--- src/rtl/sram_bank_sel_pkg.sv ---
// Shared helpers for the rotating SRAM bank selector: ring-index arithmetic and the bank-count floor.
// No state, no latency, no flow control.
package sram_bank_sel_pkg;

    localparam int MIN_BANKS = 2;

    // Ring successor for any ring size, including non-power-of-two sizes.
    function automatic int unsigned wrap_inc(input int unsigned cur, input int unsigned n);
        return (cur + 1 >= n) ? 0 : cur + 1;
    endfunction

endpackage

--- src/rtl/sram_bank_sel_bank_ptr.sv ---
// Wrapping bank index counter with synchronous clear and a configurable reset value.
// One-cycle latency from inc/clear to ptr; it always accepts inc, and clear wins over inc.
module bank_ptr
    import sram_bank_sel_pkg::*;
#(
    parameter int NUM     = 2,
    parameter int W       = 1,
    parameter int RST_VAL = 0
) (
    input  logic         clk,
    input  logic         rst_n,
    input  logic         inc,
    input  logic         clear,
    output logic [W-1:0] ptr
);

    always_ff @(posedge clk or negedge rst_n) begin
        if (!rst_n) begin
            ptr <= W'(RST_VAL);
        end else if (clear) begin
            ptr <= W'(RST_VAL);
        end else if (inc) begin
            ptr <= W'(wrap_inc(32'(ptr), NUM));
        end
    end

endmodule

--- src/rtl/sram_bank_sel.sv ---
// N-bank SRAM buffer selector: a full-flag queue between producer and consumer, or a lockstep ring.
// One-cycle latency from any event to its effect; wr_ready/rd_valid come from registered state only.
module sram_bank_sel
    import sram_bank_sel_pkg::*;
#(
    parameter int NUM_BANKS = 2,
    parameter int LOCKSTEP  = 0,
    localparam int IDX_W = $clog2(NUM_BANKS),
    localparam int OCC_W = $clog2(NUM_BANKS + 1)
) (
    input  logic                 clk,
    input  logic                 rst_n,
    input  logic                 new_stage_trigger,
    input  logic                 status,
    input  logic                 wr_done,
    input  logic                 rd_done,
    input  logic                 flush,
    output logic [IDX_W-1:0]     wr_bank,
    output logic [IDX_W-1:0]     rd_bank,
    output logic                 wr_ready,
    output logic                 rd_valid,
    output logic [NUM_BANKS-1:0] bank_full,
    output logic [OCC_W-1:0]     occupancy,
    output logic                 overflow_err,
    output logic                 underflow_err
);

    localparam int  MODE_QUEUE    = 0;
    localparam int  MODE_LOCKSTEP = 1;
    localparam bit  IS_LOCK       = (LOCKSTEP == MODE_LOCKSTEP);
    localparam bit  IS_QUEUE      = (LOCKSTEP == MODE_QUEUE);
    // Lockstep starts with the writer one bank ahead of the reader.
    localparam int  WR_RST        = IS_LOCK ? 1 : 0;

    if (NUM_BANKS < MIN_BANKS) begin : g_bad_num_banks
        $error("sram_bank_sel: NUM_BANKS must be at least 2");
    end

    logic [IDX_W-1:0] wr_ptr;
    logic [IDX_W-1:0] rd_ptr;
    logic             stage_adv;
    logic             wr_acc;
    logic             rd_acc;
    logic             wr_rej;
    logic             rd_rej;

    assign wr_ready  = IS_QUEUE ? ~bank_full[wr_ptr] : 1'b1;
    assign rd_valid  = IS_QUEUE ?  bank_full[rd_ptr] : 1'b1;

    assign stage_adv = IS_LOCK  && new_stage_trigger && status;
    assign wr_acc    = IS_QUEUE && wr_done &&  wr_ready;
    assign rd_acc    = IS_QUEUE && rd_done &&  rd_valid;
    assign wr_rej    = IS_QUEUE && wr_done && !wr_ready;
    assign rd_rej    = IS_QUEUE && rd_done && !rd_valid;

    bank_ptr #(.NUM(NUM_BANKS), .W(IDX_W), .RST_VAL(WR_RST)) u_wr_ptr (
        .clk   (clk),
        .rst_n (rst_n),
        .inc   (wr_acc | stage_adv),
        .clear (flush),
        .ptr   (wr_ptr)
    );

    bank_ptr #(.NUM(NUM_BANKS), .W(IDX_W), .RST_VAL(0)) u_rd_ptr (
        .clk   (clk),
        .rst_n (rst_n),
        .inc   (rd_acc | stage_adv),
        .clear (flush),
        .ptr   (rd_ptr)
    );

    assign wr_bank = wr_ptr;
    assign rd_bank = rd_ptr;

    // An accepted write targets an empty bank and an accepted read a full one,
    // so set and clear can never hit the same bank in one cycle.
    always_ff @(posedge clk or negedge rst_n) begin
        if (!rst_n) begin
            bank_full     <= '0;
            occupancy     <= '0;
            overflow_err  <= 1'b0;
            underflow_err <= 1'b0;
        end else if (flush) begin
            bank_full     <= '0;
            occupancy     <= '0;
            overflow_err  <= 1'b0;
            underflow_err <= 1'b0;
        end else begin
            for (int i = 0; i < NUM_BANKS; i++) begin
                if (wr_acc && wr_ptr == IDX_W'(i)) bank_full[i] <= 1'b1;
                if (rd_acc && rd_ptr == IDX_W'(i)) bank_full[i] <= 1'b0;
            end
            occupancy <= occupancy + OCC_W'(wr_acc) - OCC_W'(rd_acc);
            if (wr_rej) overflow_err  <= 1'b1;
            if (rd_rej) underflow_err <= 1'b1;
        end
    end

endmodule

--- config.mk ---
export PLATFORM = sky130hd
export DESIGN_NAME = sram_bank_sel
export DESIGN_NICKNAME = d
export VERILOG_FILES = /design/src/rtl/sram_bank_sel_pkg.sv /design/src/rtl/sram_bank_sel_bank_ptr.sv /design/src/rtl/sram_bank_sel.sv
export SDC_FILE = /design/constraint.sdc
export NUM_CORES = 1
export LEC_CHECK = 0
export ABC_CLOCK_PERIOD_IN_PS = 2020
export CAP_MARGIN = 10
export CORE_AREA = 2 2 39 41
export DETAILED_ROUTE_END_ITERATION = 12
export DIE_AREA = 0 0 41 43
export GPL_TIMING_DRIVEN = 0
export SLEW_MARGIN = 20
export SYNTH_ARGS = -nofsm -noshare
export SYNTH_HDL_FRONTEND = slang
export SYNTH_HIERARCHICAL = 1
export SYNTH_SLANG_ARGS = --single-unit
--- constraint.sdc ---
create_clock -name clk -period 2.02 [get_ports clk]
set_input_delay 0.202 -clock clk [delete_from_list [all_inputs] [get_ports clk]]
set_output_delay 0.202 -clock clk [all_outputs]
set_load 0.01 [all_outputs]
==> impl_metrics.ini <==
[setup_path]
cp.required_ns = 2.15
cp-start-kind = flip-flop
worst-setup-path-type = flip-flop to flip-flop
cp_max_fo = 5
end_kind = flip-flop
worstPathArrival_ns = 2.02

[global_routing]
grt_pass1_vias = 293
grt_use_met1_pct = 13.16
grt_busiest_layer = met2
met3_usage_pct = 6.806
overflow = 0
grt_max_degree = 10
grt_pass1_wl_microns = 1235
grt_usage_pct = 11.02
antenna_found_initial = 0
global_route.usage.met2_pct = 13.75

[floorplan]
start_util_pct = 28.39
core-area_sq_um = 1384
io_pins = 17
rows = 14
die_area_sq_um = 1763
die_w_microns = 41
fp.dieH_microns = 43

[cells_and_area]
num-fill-cells = 147
final_util_pct = 43.31
ff_latch_area_sq_um = 202.7
final_area_sq_um = 599.3
syn2layout_area_growth_pct = 52.55
multi_input_area_sq_um = 202.7
drive_above_1_share_pct = 15.09
layout.nets = 63
n_antenna_cell = 0

[detailed_routing]
first_pass_iters = 4
remaining_drc_errors = 0
post_drt_wl_per_cell_microns = 11.80
postRouteAntennaNets = 0
totalWireLength_microns = 814
vias = 314
dr.first_iter.drc_count = 9
vias_per_cell = 4.551

[place]
io_buffers = 14
dp_hpwl_microns = 566.4
placed_cell_area_sq_um = 553.0
place_congestion = 0.6666

[synthesis]
synth-seq-area-share_pct = 50.96
syn_inst = 36
syn_nets = 44
synth_area_sq_um = 392.9
ys_warn_count = 6
synth_top_area_share_pct = 50.96
synthTopCellsByArea = dfrtp_1 (51%), xnor2_1 (6.7%), a21oi_1 (5.1%), nor2_1 (4.8%), mux2i_2 (3.5%)
synth_area_leader_cell = dfrtp_1
avgSynthCellArea_sq_um = 10.91
synth_cell_type_count = 17
ys_ff_latch = 8

[sta]
fin_worst_skew_ns = 0.001971
finalMaxSlewViolations = 0
fmax_mhz = 529.0
max-slew-margin-rel_pct = 75.15
period_share_pct = 93.59
post-route-min-period_ns = 1.890
hold_violations = 0
setup_tns_ns = 0
rsz0062_at_grt = false
tightestPinTransition_ns = 0.3715
finalSetupViolCount = 0

[clock_tree]
clockBufferDepth = 2
cts.sink_count = 8
hold_buffers = 0
cts_tree = done
htree_num_levels = 1
insertion_delay_ns = 0.25
cts-buffers-inserted = 3
path_clk_slew_ns = 0.05
root_buffer = clkbuf_4

[pwr]
leakagePower_nw = 0.2464
power.density_nw_per_um2 = 803.9
peakVddDrop_v = 0.0003074

[min_path]
hold_path.class = input pin to async pin

[outcome]
outcome = complete, no violations

[flow_run]
max-cap-violations = 0
[cell usage in the layout, fill, tap and decap left out]
cell	Yosys	layout
a211oi_2	1	1
a21oi_1	4	4
a311oi_1	1	1
and2_1	1	1
clkbuf_4	0	3
clkdlybuf4s50_1	0	14
dfrtp_1	8	6
dfrtp_2	0	2
ha_1	1	1
inv_1	3	3
mux2_1	1	1
mux2i_4	0	2
nand2b_1	1	1
nor2_1	5	5
nor2b_1	2	2
o21ai_0	1	1
or3b_1	1	1
xnor2_1	3	3
xor2_1	1	1
[timing repair]
item,4_1_cts,5_1_grt
gates resized for setup,0,5
endpoints found under the setup margin,0,1
setup buffers,0,0
hold endpoints to repair,0,0
[critical path, cell delays in order (launching register included)]
cell and delay (ns):
dfrtp_2 0.45, mux2i_4 0.22, and2_1 0.21, xor2_1 0.15, ha_1 0.19, xnor2_1 0.13, nor2b_1 0.13, mux2_1 0.30
[layout make-up]
cell class	instances	share of cell area [%]
timing repair buffer	14	23.38
inverter	3	1.879
multi-input combinational	25	33.82
sequential	8	33.82
clock buffer	3	3.758
tap	16	3.340
[through the flow]
stage               instances  setup WS (ns)  hold WS, ns  power [W]
floorplan                  36        0.08306     -0.09359  0.0002761
global placement           66        0.04041       0.4813  0.0003513
detailed placement         66        0.04105       0.4970  0.0003525
CTS                        69        0.02818       0.2367  0.0004811
global route               69        0.01423       0.2499  0.0005206
finish                     69         0.1295       0.2358  0.0004818
[cells in the mapped netlist]
library cell / n
a211oi_2: 1
a21oi_1: 4
a311oi_1: 1
and2_1: 1
dfrtp_1: 8
ha_1: 1
inv_1: 3
mux2_1: 1
mux2i_1: 1
mux2i_2: 1
nand2b_1: 1
nor2_1: 5
nor2b_1: 2
o21ai_0: 1
or3b_1: 1
xnor2_1: 3
xor2_1: 1
[sequential cells by signal, summed over array words and instances, names as in the netlist]
register / count
bank_full: 2
u_rd_ptr/ptr: 1
underflow_err: 1
u_wr_ptr/ptr: 1
occupancy: 2
overflow_err: 1
[power by group]
part	switching [W]	internal, W	total (W)
Sequential	0.0000271	0.000182	0.000209
Clock	0.0000516	0.0000678	0.000119
Combinational	0.0000592	0.0000938	0.000153
Total	0.000138	0.000344	0.000482
[worst paths after layout]
kind	start	end	slack (ns)	cells past startpoint
worst max-delay path	u_wr_ptr/ptr	occupancy[1]	0.13	7
worst min-delay path	rst_n	bank_full[1]	0.24	1
worst max register to register	u_wr_ptr/ptr	occupancy[1]	0.13	7
worst min register to register	underflow_err	underflow_err	0.50	2
max in group asynchronous	rst_n	u_rd_ptr/ptr	1.49	1
min in group clk	underflow_err	underflow_err	0.50	2
[cell families after synthesis]
kind of cell               share of synthesized area [%]
adders and majority gates                          3.184
muxes                                              8.916
xor gates and xnor gates                           8.919
DFF                                                50.95
buffers and inverters                              2.866
and+or+nand+nor                                    13.38
AOI/OAI and AO/OA                                  11.78
[routing by layer]
metal / share of wire, % / wire length (microns)
met1: 44 / 357
met2: 47 / 382
met3: 7.1 / 58
met4: 1.7 / 14
met5: 0 / 0
(Power assumes the default switching activity.)
